===== src/rtl/seg_readback.sv =====
// Decodes a scanned active-low 7-seg bus back into a 32-bit hex frame; optional SEG_READBACK_DP_EN adds dp_mask.
// Latency: frame valid one cycle after the final digit is accepted; min frame 8*STABLE_CNT cycles.
// Backpressure: frame, err and dp_mask held (scan input ignored) until out_valid && out_ready.
module seg_readback #(
  parameter int unsigned STABLE_CNT = 4
) (
  input  logic        clk,
  input  logic        rst,
  input  logic [7:0]  seg_in,
  input  logic [2:0]  dig_idx,
  input  logic        scan_valid,
  output logic [31:0] number,
  output logic        out_valid,
  input  logic        out_ready,
  output logic        err
`ifdef SEG_READBACK_DP_EN
  ,
  output logic [7:0]  dp_mask
`endif
);

  typedef enum logic [0:0] {COLLECT, DONE} state_t;

  localparam logic [7:0] CNT_MAX = 8'(STABLE_CNT);

  state_t      state_q;
  logic [10:0] prev_q;
  logic        prev_vld_q;
  logic [7:0]  cnt_q, cnt_d;
  logic [31:0] nib_q, nib_d;
  logic [7:0]  mask_q, mask_d;
  logic [31:0] number_q;
  logic        out_valid_q;
  logic        err_q;
  logic [10:0] pair;
  logic        same;
  logic        accept;
  logic [3:0]  dec_nib;
  logic        dec_bad;
`ifdef SEG_READBACK_DP_EN
  logic [7:0]  dp_q, dp_d;
  logic [7:0]  dp_mask_q;
`endif

  // Active-high segments a..g, MSB first; blank decodes to 0 without flagging.
  function automatic logic [4:0] decode(input logic [6:0] p);
    logic [4:0] r;
    case (p)
      7'h7E:   r = 5'h00;
      7'h30:   r = 5'h01;
      7'h6D:   r = 5'h02;
      7'h79:   r = 5'h03;
      7'h33:   r = 5'h04;
      7'h5B:   r = 5'h05;
      7'h5F:   r = 5'h06;
      7'h70:   r = 5'h07;
      7'h7F:   r = 5'h08;
      7'h7B:   r = 5'h09;
      7'h77:   r = 5'h0A;
      7'h1F:   r = 5'h0B;
      7'h4E:   r = 5'h0C;
      7'h3D:   r = 5'h0D;
      7'h4F:   r = 5'h0E;
      7'h47:   r = 5'h0F;
      7'h00:   r = 5'h00;
      default: r = 5'h10;
    endcase
    return r;
  endfunction

  always_comb begin
    pair = {dig_idx, seg_in};
    same = prev_vld_q && (pair == prev_q);
    {dec_bad, dec_nib} = decode(~seg_in[7:1]);

    if (!scan_valid)          cnt_d = 8'd0;
    else if (!same)           cnt_d = 8'd1;
    else if (cnt_q == CNT_MAX) cnt_d = cnt_q;
    else                      cnt_d = cnt_q + 8'd1;

    // Fire only on the transition into CNT_MAX, not while saturated on the same pair.
    accept = (state_q == COLLECT) && scan_valid && (cnt_d == CNT_MAX) &&
             !(same && (cnt_q == CNT_MAX));

    nib_d = nib_q;
    nib_d[{dig_idx, 2'b00} +: 4] = dec_nib;
    mask_d = mask_q | (8'b1 << dig_idx);
`ifdef SEG_READBACK_DP_EN
    dp_d = dp_q;
    dp_d[dig_idx] = ~seg_in[0];
`endif
  end

  always_ff @(posedge clk) begin
    if (!rst) begin
      state_q     <= COLLECT;
      prev_q      <= '0;
      prev_vld_q  <= 1'b0;
      cnt_q       <= '0;
      nib_q       <= '0;
      mask_q      <= '0;
      number_q    <= '0;
      out_valid_q <= 1'b0;
      err_q       <= 1'b0;
`ifdef SEG_READBACK_DP_EN
      dp_q        <= '0;
      dp_mask_q   <= '0;
`endif
    end else begin
      case (state_q)
        COLLECT: begin
          prev_q     <= pair;
          prev_vld_q <= scan_valid;
          cnt_q      <= cnt_d;
          if (accept) begin
            nib_q  <= nib_d;
            mask_q <= mask_d;
            if (dec_bad) err_q <= 1'b1;
`ifdef SEG_READBACK_DP_EN
            dp_q <= dp_d;
`endif
            if (mask_d == 8'hFF) begin
              number_q    <= nib_d;
              out_valid_q <= 1'b1;
              state_q     <= DONE;
`ifdef SEG_READBACK_DP_EN
              dp_mask_q   <= dp_d;
`endif
            end
          end
        end
        DONE: begin
          // Clear history so the next frame's first sample starts a fresh count.
          cnt_q      <= '0;
          prev_vld_q <= 1'b0;
          if (out_ready) begin
            out_valid_q <= 1'b0;
            err_q       <= 1'b0;
            mask_q      <= '0;
            state_q     <= COLLECT;
          end
        end
        default: state_q <= COLLECT;
      endcase
    end
  end

  assign number    = number_q;
  assign out_valid = out_valid_q;
  assign err       = err_q;
`ifdef SEG_READBACK_DP_EN
  assign dp_mask   = dp_mask_q;
`endif

endmodule


===== config.mk =====
export PLATFORM = sky130hd
export DESIGN_NAME = seg_readback
export DESIGN_NICKNAME = d
export VERILOG_FILES = /design/src/rtl/seg_readback.sv
export SDC_FILE = /design/constraint.sdc
export NUM_CORES = 1
export LEC_CHECK = 0
export BUFFER_PORTS_ARGS = -buffer_cell sky130_fd_sc_hd__buf_2
export CAP_MARGIN = 20
export CORE_ASPECT_RATIO = 0.6
export CORE_UTILIZATION = 45
export DETAILED_ROUTE_END_ITERATION = 6
export PLACE_DENSITY = 0.72
export SYNTH_ARGS = -nofsm -noshare
export SYNTH_HDL_FRONTEND = slang
export SYNTH_SLANG_ARGS = --single-unit

===== constraint.sdc =====
create_clock -name clk -period 3.4 [get_ports clk]
set_clock_uncertainty 0.15 [all_clocks]
set_input_delay 0.17 -clock clk [delete_from_list [all_inputs] [get_ports clk]]
set_output_delay 0.17 -clock clk [all_outputs]
set_load 0.02 [all_outputs]

After elaboration in Yosys (flattened, before gate mapping)
Index checks and enable logic that the tools add are counted.
- register bits after elaboration: 95
- latch bits: 0
- word-level logic and storage cells: 75
- output and inout bits: 34
- bits of input ports: 15
- memories: 0
- memory bits (read-only): 0
- memory bits (writable): 0
- shift operators: 3
- reduce and logical (&&, ||, !) cells: 13
- div/mod/pow operators: 0
- $mul: 0
- bitwise gates (word level): 3
- equal/unequal tests: 24
- order comparisons: 0
- mux-type cells: 21
- $add $sub $neg: 2
- operator list (operator ; count):
    == test 7 bit, second input constant ; 12
    one-hot mux 5 bit (16 select lines) ; 1
    2-to-1 mux 8 bit ; 5
    bitwise mux 32 bit ; 1
    one-hot mux 8 bit (2 select lines) ; 2
    variable shift 4 x 7 -> 32 bit, first input constant ; 1
    indexed part select 4 x 7 -> 32 bit ; 1
    == test 7 x 6 -> 1 bit, second input constant ; 3
    == test 8 x 3 -> 1 bit, second input constant ; 2
    == test 11 bit ; 1
    AND reduction 3 bit ; 3
    adder 8 x 1 -> 8 bit, second input constant ; 1
    == test 8 bit, second input constant ; 1
    2-to-1 mux 1 bit ; 8
    bitwise OR 8 bit ; 1
    one-hot mux 1 bit (2 select lines) ; 4
    << shifter 1 x 3 -> 8 bit, first input constant ; 1
    == test 7 x 5 -> 1 bit, second input constant ; 1
    zero test 7 bit ; 1
    negation 5 -> 7 bit ; 1
    NOT 7 bit ; 1
    != test 2 bit, second input constant ; 3
    logical AND 1 bit ; 5
    AND reduction 2 bit ; 2
    other kinds (4) ; 4

Longest topological paths before layout
- depth in word-level cells: 9
- depth in mapped cells: 11
- depth with buffers taken out: 8

Least setup slack after synthesis
Ideal clock, no wire load.
- kind: input -> register
- start point: input port dig_idx[0]
- end point: register nib_q[26]
- arrival time: 2.275 ns
- path slack: 0.837 ns
- required time: 3.112 ns
- library setup time: 0.138 ns
- stages: 8
- path buffers: 2
- cells stage by stage: clkbuf_1 -> inv_1 -> ha_1 -> ha_1 -> clkbuf_1 -> nor4_1 -> nand4_1 -> mux2i_1
- cells in the longest elaborated chain, start to end: 8
- elaborated cells on any way between the ends: 14
- RTL lines (what ; RTL line ; text):
    start, declared ; 10 ; input logic [2:0] dig_idx,
    == test 11 bit ; 73 ; same = prev_vld_q && (pair == prev_q);
    logical AND 1 bit ; 73 ;
    2-to-1 mux 8 bit ; 77 ; else if (!same) cnt_d = 8'd1;
    2-to-1 mux 8 bit ; 76 ; if (!scan_valid) cnt_d = 8'd0;
    == test 8 x 3 -> 1 bit ; 82 ; accept = (state_q == COLLECT) && scan_valid && (cnt_d == CNT_MAX) &&
    logical AND 1 bit (2 in series) ; 82 ;
    AND reduction 2 bit (no line) ; n/a ;
    end signal, assigned ; 116 ; nib_q <= nib_d;
    end, declared ; 30 ; logic [31:0] nib_q, nib_d;
Parallel ways exist; a longest one is shown, timed or not.
A chain may end at the register's enable or synchronous reset.

Worst setup path in the final report
- start point: register cnt_q[0]
- end point: register number_q[0], in the netlist number[0]
- cells in the longest elaborated chain, start to end: 8
- elaborated cells on any way between the ends: 11
- RTL lines (what ; RTL line ; text):
    start, declared ; 29 ; logic [7:0] cnt_q, cnt_d;
    start signal, assigned ; 114 ; cnt_q <= cnt_d;
    adder 8 x 1 -> 8 bit / == test 8 x 3 -> 1 bit (equally long branches) ; 79, 78, 83 ;
    2-to-1 mux 8 bit ; 78 ; else if (cnt_q == CNT_MAX) cnt_d = cnt_q;
    2-to-1 mux 8 bit ; 77 ;
    2-to-1 mux 8 bit ; 76 ;
    == test 8 x 3 -> 1 bit ; 82 ;
    logical AND 1 bit ; 82 ;
    logical AND 1 bit * ; 82 ;
    AND reduction 3 bit (no line) * ; n/a ;
    end signal, assigned ; 123 ; number_q <= nib_d;
    end, declared ; 32 ; logic [31:0] number_q;
Every way passes the cells marked *; elsewhere a longest branch is shown, timed or not.

==> impl_metrics.ini <==
[global_routing]
grt_use_total_pct = 21.9
first_global_vias = 3712
grt_start_max_net_pins = 74
overflow = 0
grt_pass1_wl_um = 18900
antenna_found_initial = 0

[clock_network]
htree_levels = 3
postCtsSetupBuffers = 0
clkSlewWorstSetupHoldPaths_ps = 70
cts_tree = yes
worstSkewPairLatency_ps = 340
cts_root_buffer = clkbuf_16
cts_inserted_buffers = 9
cts.sinks = 95
cts_buffer_depth = 2

[logic_synthesis]
synth-edff-count = 0
synthFlopType = dfxtp_1
syn_inst = 550
yosys.area.top_type = dfxtp_1
ys_seq_area_share_pct = 38.9
synth-seq-cells = 95
ys.warnings.count = 0
yosys-top-cells-count = dfxtp_1 (95), nand2_1 (89), mux2i_1 (76)
syn-num-nets = 573
syn_area_sq_mm = 0.00488
synth_most_common_cell = dfxtp_1
synthArstFlopShare_pct = 0
synth_area_leaders = dfxtp_1 (39%), mux2i_1 (16%), nand2_1 (6.8%), xnor2_1 (3.2%), nand2b_1 (2.9%)
synth_top_area_share_pct = 38.9
synth_cell_types = 56
syn_avg_cell_area_sq_um = 8.88

[drt]
drt_iter0_markers = 337
vias_per_cell = 5.62
remaining_drc_errors = 0
wirelength_um = 11700
drt.antenna.violating_nets = 0
avgRoutedWirePerCell_um = 16.0
drt_first_pass_iters = 4
vias = 4087

[floorplan]
fp.dieH_um = 82.7
rows = 29
core_sq_mm = 0.0106
num_io_pins = 49
die_x_um = 137
die-area_sq_mm = 0.0113
start_util_pct = 46.3

[worst_setup_path]
slowest_delay_ps = 510
cp_common_cell = nand3_2
path_class = register to register
worst_ep_arrival_time_ps = 2720
worst_setup_path_end_kind = register
crit_chain = ha_1, nand3_2, or4_1, nand3_2, nand4_1, buf_4, mux2i_1
crit_path_max_fanout = 32
crit_start = cnt_q[0]
required_ps = 3440
path_buf_inv = 1
rr_startpoint = cnt_q[0]
crit_path_top_delay_cell = or4_1
startpoint_type = register
path_delay_family = simple AND/OR/NAND/NOR gates

[cells_and_area]
nNetsFinal = 607
num_antenna_cells = 0
synthToLayoutAreaGrowth_pct = 13.4
drive_above_1_share_pct = 13.8

[power_and_ir_drop]
peakVddDrop_uv = 260
total_power_uw = 2380
powerDensity_mw_per_mm2 = 430
power_leakage_uw = 0.00250

[timing]
slew_headroom_pct = 44.9
hold_viol_final = 0
worst_pin_slew_ps = 816
fin_tns_setup_ps = 0
rsz0062_at_grt = false
fmax_mhz = 373
finalSetupViolCount = 0
maxSlewViolCount = 0
finalCriticalPeriod_ps = 2680
period_share_pct = 78.8

[run]
max_cap_viol_count = 0

[place]
hpwlAfterDp_um = 8240
port_buffers = 48
place_congestion = 0.872

[status]
status = completed

[worst_hold_path]
hold_path.startpoint = scan_valid
hold_class = primary input to register
final cells by class:
cell class              count  area, sq um
fillers                   924         5020
inverters                  17         63.8
clock buffers               9          225
well taps                 139          174
flip-flops and latches     95         1900
multi-input cells         401         2740
clock inverters             6         93.8
repair buffers             60          345
state kept, by name (all words and copies together) (netlist names):
register    flops
mask_q          8
number         32
state_q         1
prev_vld_q      1
nib_q          32
err             1
out_valid       1
prev_q         11
cnt_q           8
per-stage QoR:
stage               area, sq um  std cells  hold slack (ps)  setup WS (ps)  utilization (%)
floorplan                  4880        550              186            837                -
global placement           5210        711              285            672             49.4
detailed placement         5210        711              298            629             49.4
CTS                        5540        727            0.187            741             52.5
global route               5540        727             12.1            532             52.5
finish                     5540        727             6.16            721             52.5
metal layers:
layer,part of all wire (%),vias up,global-route usage (%)
met3,6.3,8,6.72
met4,0.91,0,5.67
met2,43,122,32.7
met5,0,-,0
met1,50,1944,30.6
li1,-,2013,-
cell usage in the layout (no fill, tap or decap), types with 3 or more instances in the layout:
cell type	netlist	layout
ha_1	8	8
mux2i_1	76	76
o21ai_1	4	4
o21a_1	9	9
o211ai_1	14	14
nand4_1	14	14
nor3b_1	3	3
buf_4	1	10
nor4b_1	4	4
buf_2	13	48
inv_1	17	17
dfxtp_1	95	95
xnor2_1	18	18
nand2_1	89	89
a21oi_1	5	5
nand2b_1	23	23
nand3_1	15	15
o21ai_0	15	15
o311ai_0	10	10
nor2b_1	13	13
nor4_1	4	4
nor2_1	20	20
o31ai_1	7	7
nor3_1	7	7
clkbuf_16	0	9
worst paths after layout:
| kind | slack (ps) | end | cells past startpoint |
|---|---|---|---|
| max | 720 | number[0] | 7 |
| min | 6 | prev_vld_q | 2 |
| max reg2reg | 720 | number[0] | 7 |
| min reg2reg | 310 | number[20] | 2 |
timing repair:
action / 4_1_cts / 5_1_grt
endpoints found under the hold margin: 1 / 0
hold buffers: 1 / 0
gates resized for setup: 0 / 0
report_power, final:
part           switching (uW)  internal [uW]  leakage (uW)
clock network             428            645      0.000152
registers                6.38           1120      0.000768
logic                     117           64.1       0.00158
total                     551           1830       0.00250
kinds of logic after synthesis:
kind of cell / after synthesis / share of synthesized area, %
AOI/OAI and AO/OA: 85 / 12.6
xor gates and xnor gates: 20 / 3.59
adders and majority gates: 8 / 2.05
buffers and inverters: 54 / 5.02
DFF: 95 / 38.9
muxes: 76 / 15.6
and+or+nand+nor: 212 / 22.3
No activity file was read; power rests on OpenSTA's default activity.
